$ cat src/rtl/regfile_scoreboard.sv
// Multi-port integer register file with a per-register busy scoreboard.
// Reads and reservations of a busy register stall until that register's write-back.
module regfile_scoreboard #(
  parameter int XLEN  = 32,
  parameter int NREGS = 32,
  parameter int NRD   = 2,
  localparam int AW   = $clog2(NREGS)
) (
  input  logic                clk,
  input  logic                reset,
  input  logic [NRD*AW-1:0]   rd_addr,
  input  logic [NRD-1:0]      rd_addr_valid,
  output logic [NRD*XLEN-1:0] rd_data,
  output logic [NRD-1:0]      rd_data_ack,
  input  logic [AW-1:0]       wr_addr,
  input  logic [XLEN-1:0]     wr_data,
  input  logic                wr_data_valid,
  output logic                wr_ack,
  input  logic [AW-1:0]       rsv_addr,
  input  logic                rsv_valid,
  output logic                rsv_ack,
  output logic [NREGS-1:0]    busy
);

  logic [XLEN-1:0]  regs [NREGS];
  logic             wr_acc;
  logic             rsv_acc;
  logic [NRD-1:0]   rd_acc;
  logic [XLEN-1:0]  rd_val [NRD];
  logic [NREGS-1:0] busy_next;

  // A channel whose ack is high this cycle cannot accept again until the next one.
  always_comb begin
    wr_acc  = wr_data_valid && !wr_ack;
    rsv_acc = rsv_valid && !rsv_ack &&
              (!busy[rsv_addr] || (wr_acc && (wr_addr == rsv_addr)));
    for (int i = 0; i < NRD; i++) begin
      logic [AW-1:0] a;
      logic          hit;
      a         = rd_addr[i*AW +: AW];
      hit       = wr_acc && (wr_addr == a) && (a != '0);
      rd_acc[i] = rd_addr_valid[i] && !rd_data_ack[i] && (!busy[a] || hit);
      rd_val[i] = hit ? wr_data : regs[a];
    end
  end

  // The reservation's set is applied after the write's clear so it wins.
  always_comb begin
    busy_next = busy;
    if (wr_acc)
      busy_next[wr_addr] = 1'b0;
    if (rsv_acc)
      busy_next[rsv_addr] = 1'b1;
    busy_next[0] = 1'b0;
  end

  always_ff @(posedge clk) begin
    if (reset) begin
      for (int r = 0; r < NREGS; r++)
        regs[r] <= '0;
      busy        <= '0;
      wr_ack      <= 1'b0;
      rsv_ack     <= 1'b0;
      rd_data_ack <= '0;
      rd_data     <= '0;
    end else begin
      wr_ack      <= wr_acc;
      rsv_ack     <= rsv_acc;
      rd_data_ack <= rd_acc;
      busy        <= busy_next;
      for (int i = 0; i < NRD; i++)
        if (rd_acc[i])
          rd_data[i*XLEN +: XLEN] <= rd_val[i];
      if (wr_acc && (wr_addr != '0))
        regs[wr_addr] <= wr_data;
    end
  end

endmodule
$ cat config.mk
export PLATFORM = sky130hd
export DESIGN_NAME = regfile_scoreboard
export DESIGN_NICKNAME = d
export VERILOG_FILES = /design/src/rtl/regfile_scoreboard.sv
export SDC_FILE = /design/constraint.sdc
export NUM_CORES = 2
export LEC_CHECK = 0
export BUFFER_PORTS_ARGS = -buffer_cell sky130_fd_sc_hd__clkbuf_2
export CORE_AREA = 2 2 551 444
export DETAILED_ROUTE_END_ITERATION = 12
export DIE_AREA = 0 0 553 446
export SYNTH_ARGS = -nofsm -noshare
export SYNTH_HDL_FRONTEND = slang
export SYNTH_SLANG_ARGS = --single-unit
export TNS_END_PERCENT = 10
$ cat constraint.sdc
create_clock -name clk -period 10.44 [get_ports clk]
set_clock_uncertainty 0.2 [all_clocks]
set_input_delay 3.132 -clock clk [delete_from_list [all_inputs] [get_ports clk]]
set_output_delay 3.132 -clock clk [all_outputs]
set_load 0.005 [all_outputs]
==> flow_summary.yaml <==
critical_path:
  rr_worst_depth: 6
  r2r-end: "regs[25][8]"
  critPathArrivalTime_ns: 6.92
  crit_path_start: "wr_addr[2]"
  cp-end-kind: "flop"
  cp-start-kind: "input pin"
  crit_required_ns: 10.63
  r2r_setup_slack_ns: 6.63
  worstSetupPathType: "in2reg"
  r2r-start: "wr_ack"
  endpoint: "regs[24][19]"
  cp_max_fo: 51
floorplanning:
  fp.coreArea_um2: 242000
  fp.dieArea_um2: 247000
  die_h_um: 446
  die_w_um: 553
  row_count: 162
  ios: 158
  initial_core_util_pct: 24.8
sta:
  fmax_ghz: 0.149
  hold_ws_ns: 0.305
  max_slew.worst_pin.slew_ns: 1.55
  tns_ns: 0
  setup_viol: 0
  fin_crit_ns: 6.73
  relSlewSlack_pct: -3.56
  hold_viol: 0
  rsz0062_at_grt: "no"
  worst_slack_ns: 3.71
  drv_slew: 1
  post-route-period-util_pct: 64.4
placement:
  port_buffers: 156
  place_hpwl_um: 136000
  pre_cts_ws_ns: 3.02
  place.gp.congestion: 0.860
cts:
  cts_root_buffer: "clkbuf_16"
  insertion_delay_ns: 0.77
  clkSinkCount: 1123
  numCtsBuffers: 115
  htreeDepth: 3
  cts_tree: "done"
  ctsResizeCount: 0
  cts_setup_buffers: 0
  cts_hold_buffers: 0
  cts_buffer_depth: 3
  clk_pin_slew_ns: 0.06
finish:
  area_delta_synth_final_pct: 13.1
  fin_nets: 4576
  drive_above_1_share_pct: 21.0
synth:
  seq_area_frac_synth_pct: 54.6
  synth-seq-cells: 1123
  syn-cell-area_um2: 60000
  synth_common_cells: "1026 x nor3_1, 1024 x edfxtp_1, 444 x mux2i_1"
  synth_cell_types: 61
  ys_async_sr_fraction_pct: 0
  synth_ff_type: "edfxtp_1"
  ys_warn_count: 0
  ys_top_cells_by_area: "edfxtp_1 51%, mux4_2 13%, nor3_1 8.6%"
  syn_area_per_cell_um2: 12.8
  yosysMostFrequentCell: "nor3_1"
  yosysTopAreaCell: "edfxtp_1"
  synthCells: 4692
  synth_top_area_share_pct: 51.3
  synth-edff-count: 1024
detailed_routing:
  drtAntennaViolNets: 0
  dr.pass1.iters: 8
  drt-wirelength-per-cell_um: 29.5
  wirelength_um: 231000
  drt_iter0_drc: 7232
  via_per_inst: 5.76
  drc: 0
  via_count: 45101
hold_path:
  hold_class: "reg2reg"
grt:
  grt_max_degree: 132
  grt_pass1_wl_um: 327000
  grt_pass1_vias: 43387
  antenna_found_initial: 8
  grt_usage_pct: 18.0
  overflow: 0
pwr:
  power.density_nw_per_um2: 163
  p_leak_nw: 22.1
  vdd_drop_max_v: 0.000139
run_status:
  violations: "slew limit"
  outcome: "finished, violations left"
job:
  maxCapViolCount: 0
## stage by stage
| stage | total power (W) | cell area, µm² | util [%] | cells |
|---|---|---|---|---|
| floorplan | 0.00615 | 60100 | - | 4724 |
| global placement | 0.00673 | 63900 | 26.4 | 7599 |
| detailed placement | 0.00675 | 63900 | 26.4 | 7599 |
| CTS | 0.0110 | 67800 | 28.1 | 7817 |
| global route | 0.0113 | 67800 | 28.1 | 7821 |
| finish | 0.0111 | 67800 | 28.1 | 7824 |
## worst max-delay path, cell delays in order
cell and delay, ns:
clkbuf_2 0.33, or3_2 0.68, buf_4 0.40, nand3_4 0.76, o21bai_4 0.87, buf_4 0.66
## cell families (layout without fill, tap and decap cells)
logic type | Yosys count | count (layout) | share of synthesized area (%)
flip-flops | 1123 | 1123 | 54.6
multiplexers | 844 | 844 | 21.3
AO/OA/AOI/OAI | 577 | 577 | 6.89
other | 1 | 40 | 0.00625
AND/OR/NAND/NOR | 1479 | 1479 | 12.4
XOR/XNOR | 15 | 15 | 0.219
buffers and inverters | 653 | 548 | 4.60
## power by group
| group | switching [W] | internal [W] |
|---|---|---|
| Clock | 0.00190 | 0.00248 |
| Combinational | 0.000985 | 0.000484 |
| Sequential | 0.000129 | 0.00510 |
| Total | 0.00301 | 0.00806 |
## sequential cells by signal, indices dropped and copies added, names as in the netlist
name,count
rd_data,64
regs,1024
rsv_ack,1
busy,31
rd_data_ack,2
wr_ack,1
## cell type report
class | instances | area (µm²)
multi-input cells | 2948 | 25100
well taps | 3198 | 4000
fillers | 24515 | 174000
flip-flops and latches | 1123 | 32700
repair buffers | 293 | 1920
clock inverters | 79 | 893
clock buffers | 139 | 3010
diodes | 7 | 17.5
inverters | 37 | 139
## worst min path at each step
stage	depth (start not counted)	slack, ns	startpoint	end
after floorplan	2	0.28	rd_data[31]	rd_data[31]
after global placement	2	0.29	rd_data[4]	rd_data[4]
after detailed placement	2	0.30	rd_data[13]	rd_data[13]
after CTS	2	0.31	rd_data[10]	rd_data[10]
after global routing	2	0.33	rd_data[26]	rd_data[26]
final	2	0.30	rd_data[10]	rd_data[10]
## layout by cell type, fill, tap and decap left out, drive strengths merged, types with 50 or more instances in the layout
cell type and count:
mux2 63, dfxtp 99, clkbuf 288, edfxtp 1024, a21oi 98, nor2b 83
nor3 1027, a211oi 64, o22ai 66, buf 144, mux4 337, nor4 65
mux2i 444, o21ai 50, a22oi 194, nor2 114, nand2 107
## per-layer routing
| metal | vias to the layer above | part of all wire (%) | track usage, % |
|---|---|---|---|
| met5 | - | 0.020 | 0 |
| met4 | 6 | 4.4 | 7.35 |
| met3 | 507 | 14 | 5.82 |
| met2 | 3292 | 44 | 27.3 |
| met1 | 23135 | 38 | 23.6 |
| li1 | 18161 | - | - |
(Power assumes the default switching activity.)
